**config.mk**
```make
export PLATFORM = sky130hd
export DESIGN_NAME = matmul_2x2_stream
export DESIGN_NICKNAME = d
export VERILOG_FILES = /design/src/rtl/matmul_pkg.sv /design/src/rtl/matmul_res_ser.sv /design/src/rtl/matmul_2x2_stream.sv
export SDC_FILE = /design/constraint.sdc
export NUM_CORES = 1
export LEC_CHECK = 0
export ABC_AREA = 1
export CAP_MARGIN = 20
export CORE_MARGIN = 2
export CORE_UTILIZATION = 40
export CTS_CLUSTER_DIAMETER = 30
export CTS_CLUSTER_SIZE = 24
export DETAILED_ROUTE_END_ITERATION = 16
export PLACE_DENSITY = 0.81
export SKIP_LAST_GASP = 1
export SYNTH_ARGS = -nofsm -noshare
export SYNTH_HDL_FRONTEND = slang
export SYNTH_SLANG_ARGS = --single-unit
```
**constraint.sdc**
```tcl
create_clock -name clk -period 2.1 [get_ports clk]
set_clock_uncertainty 0.2 [all_clocks]
set_input_delay 0.42 -clock clk [delete_from_list [all_inputs] [get_ports clk]]
set_output_delay 0.42 -clock clk [all_outputs]
set_load 0.03 [all_outputs]
```
**src/rtl/matmul_pkg.sv**
```systemverilog
// Shared types and sizing for the 2x2 matmul streaming front/back end.
package matmul_pkg;

  typedef enum logic [1:0] {
    LOAD,
    START,
    WAIT,
    DRAIN
  } state_t;

  // Elements per job (A then B) and results per job (C).
  localparam int unsigned N_ELEM = 8;
  localparam int unsigned N_RES  = 4;
  localparam int unsigned CNT_W  = $clog2(N_ELEM);
  localparam int unsigned IDX_W  = $clog2(N_RES);

  // Full-precision width of one result element for a given operand width.
  function automatic int unsigned res_width(input int unsigned bit_prec);
    return 2 * bit_prec + 1;
  endfunction

endpackage

```
**src/rtl/matmul_res_ser.sv**
```systemverilog
// Four-entry result buffer and valid/ready serializer (C00, C01, C10, C11).
module matmul_res_ser
  import matmul_pkg::*;
#(
  parameter int unsigned RW = 17
) (
  input  logic                 clk,
  input  logic                 rstn,
  input  logic                 cap,
  input  logic signed [RW-1:0] cap_data [N_RES],
  input  logic                 m_ready,
  output logic                 m_valid,
  output logic signed [RW-1:0] m_data,
  output logic                 m_last,
  output logic                 done_c
);

  logic signed [RW-1:0] res_q [N_RES];
  logic [IDX_W-1:0]     idx_q;
  logic [IDX_W-1:0]     idx_nxt;
  logic                 take;

  assign take    = m_valid && m_ready;
  assign idx_nxt = idx_q + IDX_W'(1);
  assign done_c  = take && (idx_q == IDX_W'(N_RES - 1));

  // Result buffer, loaded once per job when the engine reports valid.
  always_ff @(posedge clk or negedge rstn) begin
    if (!rstn) begin
      for (int i = 0; i < int'(N_RES); i++) res_q[i] <= '0;
    end else if (cap) begin
      res_q <= cap_data;
    end
  end

  // Output register: present buffer[idx], advance on each accepted beat.
  always_ff @(posedge clk or negedge rstn) begin
    if (!rstn) begin
      m_valid <= 1'b0;
      m_data  <= '0;
      m_last  <= 1'b0;
      idx_q   <= '0;
    end else if (cap) begin
      m_valid <= 1'b1;
      m_data  <= cap_data[0];
      m_last  <= 1'b0;
      idx_q   <= '0;
    end else if (done_c) begin
      m_valid <= 1'b0;
      idx_q   <= '0;
    end else if (take) begin
      idx_q   <= idx_nxt;
      m_data  <= res_q[idx_nxt];
      m_last  <= (idx_nxt == IDX_W'(N_RES - 1));
    end
  end

endmodule

```
**src/rtl/matmul_2x2_stream.sv**
```systemverilog
// Stream-to-parallel front end and result serializer for the matmul_2x2 engine.
module matmul_2x2_stream
  import matmul_pkg::*;
#(
  parameter int unsigned BIT_PREC = 8,
  parameter int unsigned N        = 2,
  parameter int unsigned TIMEOUT  = 32
) (
  input  logic                       clk,
  input  logic                       rstn,
  input  logic                       s_valid,
  output logic                       s_ready,
  input  logic signed [BIT_PREC-1:0] s_data,
  input  logic                       s_last,
  output logic                       m_valid,
  input  logic                       m_ready,
  output logic signed [2*BIT_PREC:0] m_data,
  output logic                       m_last,
  output logic                       eng_start,
  output logic signed [BIT_PREC-1:0] eng_a [N][N],
  output logic signed [BIT_PREC-1:0] eng_b [N][N],
  input  logic signed [2*BIT_PREC:0] eng_c [N][N],
  input  logic                       eng_valid,
  output logic                       busy,
  output logic                       err_frame,
  output logic                       err_timeout,
  input  logic                       err_clr
);

  localparam int unsigned RW = res_width(BIT_PREC);
  localparam int unsigned WW = (TIMEOUT > 1) ? $clog2(TIMEOUT) : 1;

  generate
    if (N != 2) begin : g_bad_n
      $fatal(1, "matmul_2x2_stream: only N=2 is supported");
    end
  endgenerate

  state_t           state_q, state_d;
  logic [CNT_W-1:0] cnt_q, cnt_d;
  logic [WW-1:0]    wait_q, wait_d;
  logic             acc;
  logic             last_slot;
  logic             set_frame;
  logic             set_to;
  logic             cap;
  logic             done_c;
  logic signed [RW-1:0] res_in [N_RES];

  assign acc       = s_valid && s_ready;
  assign last_slot = (cnt_q == CNT_W'(N_ELEM - 1));

  // State, element counter and wait counter registers.
  always_ff @(posedge clk or negedge rstn) begin
    if (!rstn) begin
      state_q <= LOAD;
      cnt_q   <= '0;
      wait_q  <= '0;
    end else begin
      state_q <= state_d;
      cnt_q   <= cnt_d;
      wait_q  <= wait_d;
    end
  end

  // Next-state: framing check in LOAD, engine watchdog in WAIT.
  always_comb begin
    state_d   = state_q;
    cnt_d     = cnt_q;
    wait_d    = wait_q;
    set_frame = 1'b0;
    set_to    = 1'b0;
    cap       = 1'b0;
    case (state_q)
      LOAD: begin
        if (acc) begin
          if (last_slot != s_last) begin
            set_frame = 1'b1;
            cnt_d     = '0;
          end else if (last_slot) begin
            cnt_d   = '0;
            state_d = START;
          end else begin
            cnt_d = cnt_q + CNT_W'(1);
          end
        end
      end
      START: begin
        wait_d  = '0;
        state_d = WAIT;
      end
      WAIT: begin
        if (eng_valid) begin
          cap     = 1'b1;
          state_d = DRAIN;
        end else if (wait_q == WW'(TIMEOUT - 1)) begin
          set_to  = 1'b1;
          cnt_d   = '0;
          state_d = LOAD;
        end else begin
          wait_d = wait_q + WW'(1);
        end
      end
      DRAIN: begin
        if (done_c) state_d = LOAD;
      end
      default: state_d = LOAD;
    endcase
  end

  // Registered handshake/status outputs decoded from the next state.
  always_ff @(posedge clk or negedge rstn) begin
    if (!rstn) begin
      s_ready   <= 1'b1;
      busy      <= 1'b0;
      eng_start <= 1'b0;
    end else begin
      s_ready   <= (state_d == LOAD);
      busy      <= (state_d != LOAD);
      eng_start <= (state_d == START);
    end
  end

  // Sticky error flags; a set event beats a same-cycle clear.
  always_ff @(posedge clk or negedge rstn) begin
    if (!rstn) begin
      err_frame   <= 1'b0;
      err_timeout <= 1'b0;
    end else begin
      if (set_frame)    err_frame <= 1'b1;
      else if (err_clr) err_frame <= 1'b0;
      if (set_to)       err_timeout <= 1'b1;
      else if (err_clr) err_timeout <= 1'b0;
    end
  end

  // Operand registers: written only on LOAD accepts, so stable while the engine runs.
  always_ff @(posedge clk or negedge rstn) begin
    if (!rstn) begin
      for (int i = 0; i < int'(N); i++) begin
        for (int j = 0; j < int'(N); j++) begin
          eng_a[i][j] <= '0;
          eng_b[i][j] <= '0;
        end
      end
    end else if (acc) begin
      if (cnt_q[2]) eng_b[cnt_q[1]][cnt_q[0]] <= s_data;
      else          eng_a[cnt_q[1]][cnt_q[0]] <= s_data;
    end
  end

  // Flatten C into output order C00, C01, C10, C11.
  always_comb begin
    res_in[0] = eng_c[0][0];
    res_in[1] = eng_c[0][1];
    res_in[2] = eng_c[1][0];
    res_in[3] = eng_c[1][1];
  end

  matmul_res_ser #(.RW(RW)) u_res_ser (
    .clk      (clk),
    .rstn     (rstn),
    .cap      (cap),
    .cap_data (res_in),
    .m_ready  (m_ready),
    .m_valid  (m_valid),
    .m_data   (m_data),
    .m_last   (m_last),
    .done_c   (done_c)
  );

endmodule

```
==> insert_results.sql <==
INSERT INTO impl_metrics (metric_group, metric, value, unit) VALUES
('status', 'outcome', 'finished clean', ''),
('clock_network', 'cts_root_buffer', 'sky130_fd_sc_hd__clkbuf_16', ''),
('synth', 'ys_top_cells_by_area', 'sky130_fd_sc_hd__dfrtp_1 (59%), sky130_fd_sc_hd__nand2_1 (16%), sky130_fd_sc_hd__o21ai_0 (9.5%)', ''),
('worst_setup_path', 'reg2reg_setup_slack', '0.19', 'ns'),
('floorplan', 'initial_core_util', '41.0', '%'),
('placement', 'post-place-cells', '1204', ''),
('layout', 'final_cells', '1235', ''),
('synth', 'ys_seq_area_share', '59.1', '%'),
('power', 'leakage', '5.47', 'nW'),
('global_route', 'grt_pass1_wl', '29600', 'um'),
('global_route', 'grt_antenna_before_repair', '0', ''),
('placement', 'dp_slack', '-0.00793', 'ns'),
('clock_network', 'htree_num_levels', '4', ''),
('synth', 'mappedNetlistNets', '908', ''),
('flow_run', 'drv.max_cap_violation_count', '0', ''),
('worst_setup_path', 'cp-start-kind', 'flop', ''),
('layout', 'area_growth_syn_to_layout', '37.8', '%'),
('synth', 'ys_async_sr_fraction', '100', '%'),
('route', 'detail_route.drc_violations', '0', ''),
('route', 'totalWireLength', '18200', 'um'),
('worst_setup_path', 'arrival', '1.45', 'ns'),
('placement', 'routability_cong', '0.801', ''),
('route', 'initialDrtViolationCount', '534', ''),
('floorplan', 'num_io_pins', '171', ''),
('worst_setup_path', 'number_of_buffer_and_inverter_stages_on_the_critical_path', '1', ''),
('sta', 'max_slew_margin', '68.1', '%'),
('clock_network', 'tritoncts', 'yes', ''),
('sta', 'final_period_util', '98.5', '%'),
('synth', 'synth_top_flop_cell', 'sky130_fd_sc_hd__dfrtp_1', ''),
('synth', 'synthDistinctLibCells', '20', ''),
('power', 'worst_ir_drop_vdd', '0.754', 'mV'),
('placement', 'port_buffers', '170', ''),
('worst_setup_path', 'series_of_cell_instances_along_the_critical_path', 'clkdlybuf4s50_1', ''),
('floorplan', 'die-height', '137', 'um'),
('layout', 'register_area', '0.00421', 'mm2'),
('layout', 'num-fill-cells', '1512', ''),
('sta', 'setup_slack', '0.0315', 'ns'),
('worst_setup_path', 'crit_type', 'reg -> out', ''),
('route', 'final_antenna_net_count', '0', ''),
('global_route', 'first_global_vias', '5879', ''),
('power', 'power_density', '1550', 'mW/mm2'),
('global_route', 'grt_overflow', '0', ''),
('route', 'drt_pre_antenna_iters', '5', ''),
('synth', 'post_synth.cell_area_avg', '8.72', 'um2'),
('worst_setup_path', 'crit_family', 'buffers and inverters', ''),
('worst_setup_path', 'setup.worst_path.end_class', 'output port', ''),
('layout', 'multi_input_area', '0.00233', 'mm2'),
('sta', 'timing.final.crit_period', '2.07', 'ns'),
('placement', 'dpl.hpwl', '12800', 'um'),
('synth', 'synthesis_warnings', '0', ''),
('route', 'wl_per_cell', '14.8', 'um'),
('route', 'dr_total_vias', '6129', ''),
('layout', 'fin_nets', '1091', ''),
('worst_setup_path', 'worst-path-max-fanout', '2', ''),
('synth', 'post-synth-top-count-cell', 'sky130_fd_sc_hd__nand2_1', ''),
('clock_network', 'later_pin_clock_latency_in_the_skew_report', '0.42', 'ns'),
('worst_setup_path', 'critical-path-slowest-cell', 'sky130_fd_sc_hd__clkdlybuf4s50_1', ''),
('floorplan', 'die_outline_area', '0.0189', 'mm2'),
('global_route', 'grt_max_degree', '53', ''),
('worst_setup_path', 'cp_slowest_stage_delay', '0.67', 'ns'),
('sta', 'tightest_slew', '0.479', 'ns'),
('layout', 'post_route_cells_drive_above_1_share', '6.04', '%'),
('clock_network', 'cts_sinks', '168', ''),
('floorplan', 'fp.dieW', '137', 'um'),
('global_route', 'global_route.usage.total', '20.3', '%'),
('sta', 'timing_hold_violations_final', '0', ''),
('synth', 'yosys-top-cells-count', 'sky130_fd_sc_hd__nand2_1 (307), sky130_fd_sc_hd__dfrtp_1 (167), sky130_fd_sc_hd__o21ai_0 (135)', ''),
('min_path', 'hold_path_class', 'reg -> reg', ''),
('floorplan', 'design.core.area', '0.0174', 'mm2'),
('worst_setup_path', 'crit_required', '1.48', 'ns'),
('layout', 'antenna_diode_count', '0', '');
kinds of logic (layout without fill, tap and decap cells):
logic type	count (synthesis)	count (layout)	synth area share [%]
flip-flops	168	168	59.1
adder cells (fa/ha/maj)	9	9	1.58
buffers and inverters	119	313	8.18
XOR/XNOR	1	1	0.123
AO/OA/AOI/OAI	155	155	10.9
AND/OR/NAND/NOR	364	364	20.1
metrics by stage:
step | setup TNS [ns] | instance area, um2 | hold WS (ns) | util [%] | total power [mW]
floorplan | 0 | 7120 | -0.0756 | - | 9.75
global placement | 0 | 9170 | 0.198 | 52.8 | 12.2
detailed placement | -0.00793 | 9170 | 0.198 | 52.8 | 12.5
CTS | 0 | 9690 | 0.275 | 55.8 | 15.3
global route | -0.0328 | 9810 | 0.295 | 56.5 | 16.3
finish | 0 | 9810 | 0.269 | 56.5 | 15.2
worst paths after layout:
path / from / end / depth (start not counted)
hold / removal: u_res_ser.res_q[19] / u_res_ser.res_q[19] / 2
setup / recovery: eng_a[7] / eng_a[7] / 1
setup reg to reg: wait_q[0] / busy / 9
hold reg to reg: u_res_ser.res_q[19] / u_res_ser.res_q[19] / 2
max in group asynchronous: rstn / eng_a[13] / 3
min in group asynchronous: rstn / eng_a[0] / 2
timing repair:
item                                    CTS  global route
endpoints found under the hold margin    41             0
hold buffers                              1             0
endpoints found under the setup margin   33            47
gates resized for setup                  33            47
buffers inserted                          0             0
power by group:
| part | internal, mW | switching (mW) | total (mW) |
|---|---|---|---|
| Combinational | 2.45 | 4.34 | 6.79 |
| Sequential | 4.67 | 0.730 | 5.40 |
| Clock | 1.76 | 1.23 | 2.99 |
| Total | 8.88 | 6.30 | 15.2 |
per-layer routing:
metal | track usage [%] | part of all wire (%)
met2 | 32.8 | 47
met1 | 27.4 | 44
met3 | 4.27 | 8.0
met4 | 6.41 | 1.3
met5 | 0 | 0
layout by cell type, fill, tap and decap left out:
master                            Yosys  layout
sky130_fd_sc_hd__nor2_1               8       8
sky130_fd_sc_hd__clkinv_2             0       2
sky130_fd_sc_hd__clkbuf_8             0       1
sky130_fd_sc_hd__o21ai_1              2       2
sky130_fd_sc_hd__dlygate4sd2_1        0      33
sky130_fd_sc_hd__dlygate4sd3_1        0       1
sky130_fd_sc_hd__clkinvlp_4           0       4
sky130_fd_sc_hd__xnor2_1              1       1
sky130_fd_sc_hd__buf_12               0       9
sky130_fd_sc_hd__clkbuf_1             6       4
sky130_fd_sc_hd__a21oi_1             17      17
sky130_fd_sc_hd__clkdlybuf4s50_1      0      89
sky130_fd_sc_hd__inv_2                3       3
sky130_fd_sc_hd__clkbuf_16            0      17
sky130_fd_sc_hd__o22ai_1              1       1
sky130_fd_sc_hd__buf_6               14       1
sky130_fd_sc_hd__nand3_1             44      44
sky130_fd_sc_hd__buf_4                4      20
sky130_fd_sc_hd__ha_1                 9       9
sky130_fd_sc_hd__nor2_4               0       1
sky130_fd_sc_hd__o21ai_0            135     135
sky130_fd_sc_hd__dlymetal6s2s_1       0      47
sky130_fd_sc_hd__nand2_1            307     307
sky130_fd_sc_hd__dfstp_2              1       1
sky130_fd_sc_hd__bufinv_16            0       2
sky130_fd_sc_hd__inv_1               80      80
sky130_fd_sc_hd__nor3_1               2       2
sky130_fd_sc_hd__dfrtp_1            167     167
sky130_fd_sc_hd__nand4_1              2       2
flip-flops by register name (all words and copies together), names as in the netlist, 2 cells and up:
register          count
u_res_ser.res_q      68
cnt_q                 3
eng_b                32
eng_a                32
u_res_ser.idx_q       2
wait_q                5
u_res_ser.m_data     17
state_q               2
area by class of cell:
class | instances | area share [%]
Tap cell | 225 | 2.87
Timing Repair Buffer | 200 | 21.6
Clock inverter | 8 | 1.02
Sequential cell | 168 | 42.9
Inverter | 83 | 3.18
Clock buffer | 22 | 4.63
Multi-Input combinational cell | 529 | 23.8
Power figures use the tool's default switching activity.
